===== src/rtl/expr_pkg.sv =====
// Shared encodings and defaults for the expression solver datapath.
package expr_pkg;

   localparam int unsigned W_DEF = 16;

   localparam logic OP_ADD = 1'b1;
   localparam logic OP_SUB = 1'b0;

   typedef enum logic [1:0] {
      SEL_A_X = 2'b00,
      SEL_A_S = 2'b01,
      SEL_A_H = 2'b10,
      SEL_A_K = 2'b11
   } sel_a_e;

   typedef enum logic [1:0] {
      SEL_B_S  = 2'b00,
      SEL_B_C1 = 2'b01,
      SEL_B_H  = 2'b10,
      SEL_B_C2 = 2'b11
   } sel_b_e;

   // 2'b01 is an alias of pass-through
   typedef enum logic [1:0] {
      SH_PASS = 2'b00,
      SH_SHL  = 2'b10,
      SH_SAR  = 2'b11
   } sh_sel_e;

endpackage


===== src/rtl/expr_alu.sv =====
// Combinational add/subtract with signed-overflow detect and post-shift.
module expr_alu
   import expr_pkg::*;
#(
   parameter int unsigned W = W_DEF
) (
   input  logic [W-1:0] a_i,
   input  logic [W-1:0] b_i,
   input  logic         op_i,
   input  logic [1:0]   m2_i,
   output logic [W-1:0] shifted_o,
   output logic         ovf_o
);

   logic [W-1:0] sum;

   always_comb begin
      sum       = '0;
      ovf_o     = 1'b0;
      shifted_o = '0;
      if (op_i == OP_ADD) begin
         sum   = a_i + b_i;
         ovf_o = (a_i[W-1] == b_i[W-1]) && (sum[W-1] != a_i[W-1]);
      end else begin
         sum   = a_i - b_i;
         ovf_o = (a_i[W-1] != b_i[W-1]) && (sum[W-1] != a_i[W-1]);
      end
      // overflow reflects the add/sub only; bits lost by the shift are ignored
      case (sh_sel_e'(m2_i))
         SH_SHL:  shifted_o = {sum[W-2:0], 1'b0};
         SH_SAR:  shifted_o = {sum[W-1], sum[W-1:1]};
         default: shifted_o = sum;
      endcase
   end

endmodule


===== src/rtl/expression_datapath.sv =====
// Expression solver datapath: X/S/H working registers, shared ALU, and a
// valid/ready result register with sticky overflow and overrun flags.
module expression_datapath
   import expr_pkg::*;
#(
   parameter int unsigned  W   = W_DEF,
   parameter logic [W-1:0] K_A = W'(0),
   parameter logic [W-1:0] C1  = W'(1),
   parameter logic [W-1:0] C2  = W'(2)
) (
   input  logic         clk,
   input  logic         rst,
   input  logic [W-1:0] x_in,
   input  logic         LX,
   input  logic         LS,
   input  logic         LH,
   input  logic         OP,
   input  logic [1:0]   M0,
   input  logic [1:0]   M1,
   input  logic [1:0]   M2,
   input  logic         completed,
   output logic [W-1:0] result,
   output logic         result_valid,
   input  logic         result_ready,
   output logic         overflow,
   output logic         overrun
);

   logic [W-1:0] x_q, x_d, s_q, s_d, h_q, h_d, result_q, result_d;
   logic         valid_q, valid_d, ovf_q, ovf_d, overrun_q, overrun_d;
   logic [W-1:0] op_a, op_b, alu_val;
   logic         alu_ovf;

   expr_alu #(.W(W)) u_alu (
      .a_i       (op_a),
      .b_i       (op_b),
      .op_i      (OP),
      .m2_i      (M2),
      .shifted_o (alu_val),
      .ovf_o     (alu_ovf)
   );

   // Operand muxes
   always_comb begin
      op_a = x_q;
      op_b = s_q;
      case (sel_a_e'(M0))
         SEL_A_X: op_a = x_q;
         SEL_A_S: op_a = s_q;
         SEL_A_H: op_a = h_q;
         SEL_A_K: op_a = K_A;
         default: op_a = x_q;
      endcase
      case (sel_b_e'(M1))
         SEL_B_S:  op_b = s_q;
         SEL_B_C1: op_b = C1;
         SEL_B_H:  op_b = h_q;
         SEL_B_C2: op_b = C2;
         default:  op_b = s_q;
      endcase
   end

   // Next-state for working registers, flags and result handshake
   always_comb begin
      x_d       = x_q;
      s_d       = s_q;
      h_d       = h_q;
      result_d  = result_q;
      valid_d   = valid_q;
      ovf_d     = ovf_q;
      overrun_d = overrun_q;

      if (LX) x_d = x_in;
      if (LS) s_d = alu_val;
      if (LH) h_d = alu_val;

      if ((LS || LH) && alu_ovf) ovf_d = 1'b1;
      else if (LX)               ovf_d = 1'b0;

      // capture reads s_q, i.e. S before any same-cycle LS write
      if (completed) begin
         result_d = s_q;
         valid_d  = 1'b1;
         if (valid_q && !result_ready)     overrun_d = 1'b1;
         else if (valid_q && result_ready) overrun_d = 1'b0;
      end else if (valid_q && result_ready) begin
         valid_d   = 1'b0;
         overrun_d = 1'b0;
      end
   end

   always_ff @(posedge clk or posedge rst) begin
      if (rst) begin
         x_q       <= '0;
         s_q       <= '0;
         h_q       <= '0;
         result_q  <= '0;
         valid_q   <= 1'b0;
         ovf_q     <= 1'b0;
         overrun_q <= 1'b0;
      end else begin
         x_q       <= x_d;
         s_q       <= s_d;
         h_q       <= h_d;
         result_q  <= result_d;
         valid_q   <= valid_d;
         ovf_q     <= ovf_d;
         overrun_q <= overrun_d;
      end
   end

   assign result       = result_q;
   assign result_valid = valid_q;
   assign overflow     = ovf_q;
   assign overrun      = overrun_q;

endmodule


===== config.mk =====
export PLATFORM = sky130hd
export DESIGN_NAME = expression_datapath
export DESIGN_NICKNAME = d
export VERILOG_FILES = /design/src/rtl/expr_pkg.sv /design/src/rtl/expr_alu.sv /design/src/rtl/expression_datapath.sv
export SDC_FILE = /design/constraint.sdc
export NUM_CORES = 1
export LEC_CHECK = 0
export ABC_AREA = 0
export CORE_ASPECT_RATIO = 1.1
export CORE_MARGIN = 2
export CORE_UTILIZATION = 45
export CTS_BUF_LIST = sky130_fd_sc_hd__clkbuf_8 sky130_fd_sc_hd__clkbuf_16
export DETAILED_ROUTE_END_ITERATION = 6
export PLACE_DENSITY_LB_ADDON = 0.12
export SLEW_MARGIN = 5
export SYNTH_ARGS = -nofsm -noshare
export SYNTH_HDL_FRONTEND = slang
export SYNTH_SLANG_ARGS = --single-unit

===== constraint.sdc =====
create_clock -name clk -period 3.38 [get_ports clk]
set_clock_uncertainty 0.1 [all_clocks]
set_input_delay 0.676 -clock clk [delete_from_list [all_inputs] [get_ports clk]]
set_output_delay 0.676 -clock clk [all_outputs]
set_load 0.01 [all_outputs]

[Word level (Yosys, flattened, before mapping)]
Cells that the tools add are included.
Operators by class
  reductions and logical operators: 11
  equal/unequal tests: 12
  mux-type cells: 12
  add/subtract/negate cells: 2
Operator list (count)
  $pmux W16 S4: 2
  $pmux W16 S2: 1
  $add A16 B16 Y16: 1
  $mux W16: 1
  $sub A16 B16 Y16: 1
  $eq A2 B2 Y1 const B: 6
  $mux W1: 8
  $logic_and A1 B1 Y1: 5
  $eq A2 B1 Y1 const B: 2
  $logic_not A2 Y1: 2
  $reduce_bool A2 Y1: 2
  $ne A1 B1 Y1: 3
  $eq A1 B1 Y1: 1
  $logic_not A1 Y1: 1
  $logic_or A1 B1 Y1: 1
Storage, ports and cells
  output and inout bits: 19
  input port bits: 30
  register bits: 67

[Depth between registers and ports, before layout]
Gate-level depths: netlist of the first run.
  depth in word-level cells: 8
  gate-level depth with buffers: 17
  depth with buffers taken out: 15

[Hierarchy]
From an unflattened synthesis of the first run, not the netlist that was laid out.
Second synthesis, totals
  cells, all modules: 519
  area, all modules: 5330.1 um2
Modules (own cells, without submodules)
  expression_datapath: area each 3296.9 um2, sequential area each 1676.6 um2, instances 1, cells an instance 224
  expr_alu: area each 2033.2 um2, sequential area each 0.0 um2, instances 1, cells an instance 295

[Worst setup path before layout of the first run]
Ideal clock, no wire load.
  kind: input -> register
  start: in M0[1]
  end: reg s_q[12]
  setup slack: -0.618 ns
  stages on the path: 13
  data required time: 3.154 ns
  arrival: 3.772 ns
  path buffers: 2
  cell sequence: buf_2 -> buf_1 -> mux2i_1 -> o21ai_0 -> ha_1 -> or3b_2 -> nand4_1 -> a21oi_1 -> a31oi_1 -> o211ai_1 -> xnor2_1 -> o21ba_2 -> a221o_1
Between the ends
  longest elaborated chain between the ends: 5
Ends and longest elaborated chain
  start: declaration: RTL line expression_datapath.sv:18  | input logic [1:0] M0,
  $eq A2 B2 Y1, or another cell as far along: RTL line expression_datapath.sv:47  | case (sel_a_e'(M0))
  $pmux W16 S4 (*): RTL line expression_datapath.sv:47
  $sub A16 B16 Y16 / $add A16 B16 Y16 (equally long branches): RTL line expr_alu.sv:25, expr_alu.sv:22
  $mux W16 (*): RTL line expr_alu.sv:21  | if (op_i == OP_ADD) begin
  $pmux W16 S2 (*): RTL line expr_alu.sv:29  | case (sh_sel_e'(m2_i))
  end signal: assignment: RTL line expression_datapath.sv:95  | s_q <= '0;
  end signal: assignment: RTL line expression_datapath.sv:103  | s_q <= s_d;
  end: declaration: RTL line expression_datapath.sv:29  | logic [W-1:0] x_q, x_d, s_q, s_d, h_q, h_d, result_q, result_d;
Every way passes the cells marked *; elsewhere a longest branch is shown, timed or not.
A chain may end at the register's enable or synchronous reset.

[Worst setup path in the final report of the first run]
  start: in M0[1]
  end: reg s_q[15]
The elaborated chain is that of the path after synthesis.

==> reports/metrics.yaml, run 1 <==
power_leakage_uw: 0.00320
drive_above_1_share_pct: 40.3
pwr-share-comb_pct: 63.5
initial_core_util_pct: 46.2
ff_latch_area_sq_um: 1680
seqPwrFrac_pct: 21.9
clk_pin_slew_worst_paths_ns: 0.05
endpoint: "s_q[15]"
ir_worst_vdd_v: 0.000617
drt_iter0_markers: 306
synth_warnings: 0
crit_required_ns: 3.46
yosysTopAreaCellShare_pct: 33.1
fp.dieH_um: 115
grt_pass1_vias: 4592
ys.flop_type: "dfrtp_1"
fin_total_pwr_uw: 6310
fillers: 803
critPathMaxFanout: 7
internal-power_uw: 3720
p_per_area_nw_per_um2: 851
ys_types: 70
gp_congestion: 0.879
status: "finished clean"
worstPathCellList: "buf_12, buf_12, mux2i_2, o21ai_2, ha_4, inv_2, fa_2, nor2b_4, o211a_1, o211ai_1, o311ai_1, a31oi_1, xnor2_2, buf_4, mux2i_1, a21oi_1"
io_pins: 49
setup_slack_ns: 0.0286
io_buffers: 48
core_sq_um: 11000
final_cell_area_sq_um: 7410
rrSetupSlack_ns: 0.22
yosysSeqAreaShare_pct: 33.1
cts_max_level: 3
reg2regPathDepth: 15
drt-vias-per-instance: 5.59
track_usage_pct: 25.1
tightest_slew_ns: 0.936
synth_area_leaders: "dfrtp_1, mux2_2, ha_1, mux2i_1, nor2_1"
whs_path_depth: 1
clk_latency_ns: 0.33
period_minus_slack_ns: 3.35
async_flop_share_pct: 100
critical_path.max_stage_delay_ns: 0.36
slew_violations: 0
finalCritPeriodShare_pct: 99.2
syn_area_per_cell_sq_um: 9.13
vias: 4725
path_depth: 16
crit_buf_inv: 4
pre_cts_slack_ns: -0.947
timing.hold.ws_ns: 0.405
worstReg2RegStart: "h_q[0]"
nets: 756
place_area_sq_um: 6320
sw_frac_of_total_pct: 41.0
antenna_left: 0
syn_nets: 618
fmax_ghz: 0.298
cts-root-buf: "clkbuf_16"
cp_slowest_cell: "fa_2"
cts_tree: "done"
antenna_found_initial: 0
diodes: 0
num_rows: 40
syn_inst: 555
worstPathArrival_ns: 3.43
hold_class: "reg -> reg"
path_common_cell: "buf_12"
ys_ff_latch: 67
gr-total-overflow: 0
drc_errors: 0
rsz0062_at_grt: "true"
finalSetupViolCount: 0
wl_per_cell_um: 18.0
synth_edf_count: 0
critPathTopFamily: "compound AO/OA/AOI/OAI gates"
max_cap_viol_count: 0
routed_wl_mm: 15.2
startpoint_type: "primary input"
startpoint: "M0[1]"
syn_to_final_growth_pct: 46.3
clockPowerShare_pct: 14.6
firstDrtPassIters: 5
netSwitchingPower_uw: 2590
dpl.hpwl_mm: 11.0
synth_area_leader_cell: "dfrtp_1"
relSlewSlack_pct: 37.4
grt_start_max_net_pins: 68
syn_area_sq_um: 5060
grt_pass1_wl_mm: 23.9
die_area_sq_um: 12100
multi_input_area_sq_um: 3670
setup_tns_ns: 0
r2r_end: "s_q[15]"
cts.path.max_buffers: 2
cts_num_sinks: 67
die_w_um: 105
end_kind: "register"
numCtsBuffers: 9
hold_viol_final: 0
critPathKind: "in -> reg"
sequential cells by signal, summed over array words and instances, names as in the netlist, named ones only:
name / count
x_q: 16
result_valid: 1
h_q: 16
result: 16
s_q: 16
overflow: 1
cell usage after synthesis, drive strengths merged, types with 4 or more instances:
cell type,n
inv,40
a221oi,4
o21ai,35
dfrtp,67
a211oi,10
ha,31
nand2b,5
clkbuf,21
nand3,5
a221o,4
o211ai,10
and2,5
buf,10
nor2,66
a21oi,42
nand2,29
nor3,9
mux2i,35
xnor2,14
mux2,40
o22ai,4
a31oi,14
nor2b,6
layer usage:
layer  up-vias  routed length [um]  track usage, %  share of wire (%)
li1       2255                   -               -                  -
met1      2304                7130            35.6                 47
met2       142                7140            39.9                 47
met3        24                 723            4.20                4.8
met4         0                 231            7.11                1.5
met5         -                   0               0                  0
how the worst min path moves through the flow:
stage,from,end,slack (ns)
finish,result[1],result[1],0.41
global route,result[0],result[0],0.42
CTS,result[1],result[1],0.41
detailed placement,result[1],result[1],0.40
global placement,result_valid,register,0.38
floorplan,h_q[8],h_q[8],0.38
stage by stage:
| stage | std cells | util [%] |
|---|---|---|
| 2_1_floorplan | 555 | - |
| 4_1_cts | 834 | 63.6 |
| 6_report | 845 | 67.6 |
| 3_5_place_dp | 812 | 57.6 |
| 5_1_grt | 845 | 67.6 |
| 3_3_place_gp | 812 | 57.6 |
power by group through the flow:
stage               logic [uW]  registers (uW)  clock network, uW
CTS                       3530            1360                932
global placement          3150            1360                  0
detailed placement        3190            1370                  0
finish                    4010            1380                918
global route              4310            1420                971
floorplan                 1870            1310                  0
cell usage in the layout (no fill, tap or decap), drive strengths merged, types with 3 or more instances in the layout:
cell type	netlist	layout
a221oi	4	4
o211ai	10	10
nor2	66	66
a21oi	42	42
nand3	5	5
mux2i	35	35
a21o	3	3
a211oi	10	10
o21ai	35	35
inv	40	42
buf	10	115
ha	31	31
a221o	4	4
o31ai	3	3
o21a	3	3
and2	5	5
a31oi	14	14
nor3	9	9
nand2	29	29
o22ai	4	4
nand2b	5	5
o41ai	3	3
a2111oi	3	3
clkdlybuf4s50	0	44
nor2b	6	6
dfrtp	67	67
mux2	40	40
xnor2	14	14
clkbuf	21	10
area by class of cell:
type,instances,area share (%)
clock buffers,10,3.22
inverters,41,2.08
repair buffers,159,19.3
flip-flops and latches,67,22.6
well taps,147,2.48
clock inverters,6,0.777
multi-input cells,415,49.5
kinds of logic after synthesis:
logic type	after synthesis	synth area share, %
buf+inv	73	6.69
flops	67	33.1
compound gates	155	20.8
fa+ha+maj	33	8.45
mux	75	15.8
xor+xnor	16	2.92
simple gates	136	12.3
what timing repair did:
item                                    in CTS  in global routing
endpoints found under the setup margin      27                 23
hold buffers                                 0                  0
gates resized for setup                     87                 81
gates cloned                                 1                  0
setup buffers                                7                 15
pin swaps                                   30                 51
(Power assumes the default switching activity.)
==> run 2: changes to the inputs <==
Settings changed: CELL_PAD_IN_SITES_DETAIL_PLACEMENT from default to 1, CELL_PAD_IN_SITES_GLOBAL_PLACEMENT from default to 2, CORE_UTILIZATION 45 to 36.
==> run 2 against run 1 <==
Net effect:
- clock power rose by 0.9%
- power rose by 6.9%
- wire length is 21% higher
- register-to-register slack lost 0.15 ns
- utilization decreased by 12 points
- largest power group unchanged
- the run now ends with negative setup slack left
- hold slack better by 0.0016 ns
- cell area increased by 3.9%
- non-clock buffer count rose by 31
- die area up 24%
- largest cell class unchanged
- critical path type unchanged
- cell count is 8.5% higher
- sequential power about the same
==> reports/metrics.yaml, run 2 (synthesis gave the netlist of run 1 again) <==
status: "finished with violations"
violations: "negative setup slack"
pre_cts_slack_ns: -1.02
track_usage_pct: 25.4
power_leakage_uw: 0.00336
netSwitchingPower_uw: 2810
diodes: 0
antenna_found_initial: 0
cts-root-buf: "clkbuf_16"
fp.dieH_um: 128
max_cap_viol_count: 0
clk_pin_slew_worst_paths_ns: 0.05
drive_above_1_share_pct: 42.4
nets: 787
crit_buf_inv: 4
p_per_area_nw_per_um2: 876
grt_pass1_vias: 5280
initial_core_util_pct: 36.7
tightest_slew_ns: 0.902
core_sq_um: 13800
place_area_sq_um: 6550
rsz0062_at_grt: "true"
period_minus_slack_ns: 3.44
wl_per_cell_um: 20.1
gp_congestion: 0.894
fmax_ghz: 0.291
finalCritPeriodShare_pct: 102
drt_iter0_markers: 216
hold_class: "reg -> reg"
vias: 4900
cts.path.max_buffers: 2
setup_slack_ns: -0.0623
antenna_left: 0
crit_required_ns: 3.50
pwr-share-comb_pct: 65.3
worstPathArrival_ns: 3.56
cp_slowest_cell: "a221oi_1"
final_cell_area_sq_um: 7700
critPathMaxFanout: 6
critical_path.max_stage_delay_ns: 0.34
finalSetupViolCount: 9
num_rows: 45
clockPowerShare_pct: 13.7
io_buffers: 48
io_pins: 49
cts_max_level: 3
gr-total-overflow: 0
numCtsBuffers: 9
drc_errors: 0
hold_viol_final: 0
end_kind: "register"
dpl.hpwl_mm: 13.5
relSlewSlack_pct: 39.7
drt-vias-per-instance: 5.34
routed_wl_mm: 18.4
timing.hold.ws_ns: 0.407
ir_worst_vdd_v: 0.000445
grt_start_max_net_pins: 68
slew_violations: 0
firstDrtPassIters: 4
startpoint_type: "primary input"
final_common_cell: "buf_4"
die_w_um: 117
syn_to_final_growth_pct: 52.0
seqPwrFrac_pct: 20.9
cts_num_sinks: 67
path_common_cell: "o211ai_1"
sw_frac_of_total_pct: 41.6
clk_latency_ns: 0.34
critPathTopFamily: "compound AO/OA/AOI/OAI gates"
worstPathCellList: "buf_8, buf_12, buf_6, mux2i_2, o21ai_2, ha_4, o211ai_1, o211ai_1, buf_4, a31oi_2, o22ai_2, xnor2_2, and2_1, a211oi_1, a221oi_1"
final_cell_mix: "buf_4, dfrtp_1, nor2_1"
internal-power_uw: 3940
critPathKind: "in -> reg"
grt_pass1_wl_mm: 29.2
cts_tree: "done"
die_area_sq_um: 15000
[run 2: changes by cell type in the layout (fill, tap and decap cells not counted), moves of 3 or more]
cell     delta
nor2_2      -3
xnor2_1     -3
buf_4      +28
o21ai_2     -3
nor2_1      +5
o21ai_1     +3
inv_2       -4
buf_12      -5
ha_2        +3
buf_6       +6
[run 2: stage by stage]
step / cells / utilization [%] / total power, uW / TNS (ns)
2_1_floorplan: 555 / - / 3180 / -0.691
3_3_place_gp: 880 / 47.5 / 4740 / -21.23
3_5_place_dp: 880 / 47.5 / 4840 / -23.80
4_1_cts: 909 / 53.5 / 6340 / 0
5_1_grt: 917 / 55.8 / 7180 / -2.37
6_report: 917 / 55.8 / 6750 / -0.231
[run 2: timing repair]
action / in CTS / in global routing
gates resized for setup: 121 / 45
pin swaps: 52 / 45
endpoints found under the setup margin: 27 / 27
hold buffers: 0 / 0
setup buffers: 17 / 8
[run 2: worst reg2reg max path: cells and delay by family (launching register included)]
kind                       cells  cell delay, ns
buffers and inverters          4            0.57
adders and majority gates      1            0.19
and+or+nand+nor                2            0.44
xor gates and xnor gates       1            0.34
AOI/OAI and AO/OA              7            1.09
DFF                            1            0.47
[run 2: final timing paths]
| kind | from | end | slack, ns | cells past startpoint |
|---|---|---|---|---|
| max | M0[1] | s_q[10] | -0.06 | 15 |
| min | result[1] | result[1] | 0.41 | 1 |
| max reg2reg | s_q[0] | s_q[10] | 0.07 | 15 |
| min reg2reg | result[1] | result[1] | 0.41 | 1 |
| max in group asynchronous | rst | h_q[0] | 1.81 | 3 |
| min in group asynchronous | rst | s_q[14] | 0.81 | 3 |
[run 2: layer usage]
metal / global-route usage, % / up-vias / wire (um)
met2: 41.7 / 83 / 8900
met4: 6.37 / 0 / 252
met1: 36.0 / 2485 / 8630
met5: 0 / - / 0
met3: 2.78 / 21 / 648
li1: - / 2311 / -
[run 2: cell type report]
class / count / area [sq um]
fill: 1522 / 6100
sequential: 67 / 1680
inverter: 41 / 156
tap: 188 / 235
clock inverter: 6 / 56.3
clock buffer: 10 / 239
timing repair buffer: 190 / 1620
multi-input combinational: 415 / 3710
[run 2: power groups by stage]
stage / Combinational (uW) / Clock, uW / Sequential [uW]
2_1_floorplan: 1870 / 0 / 1310
3_3_place_gp: 3360 / 0 / 1380
3_5_place_dp: 3440 / 0 / 1400
4_1_cts: 4000 / 944 / 1400
5_1_grt: 4750 / 973 / 1450
6_report: 4410 / 926 / 1410
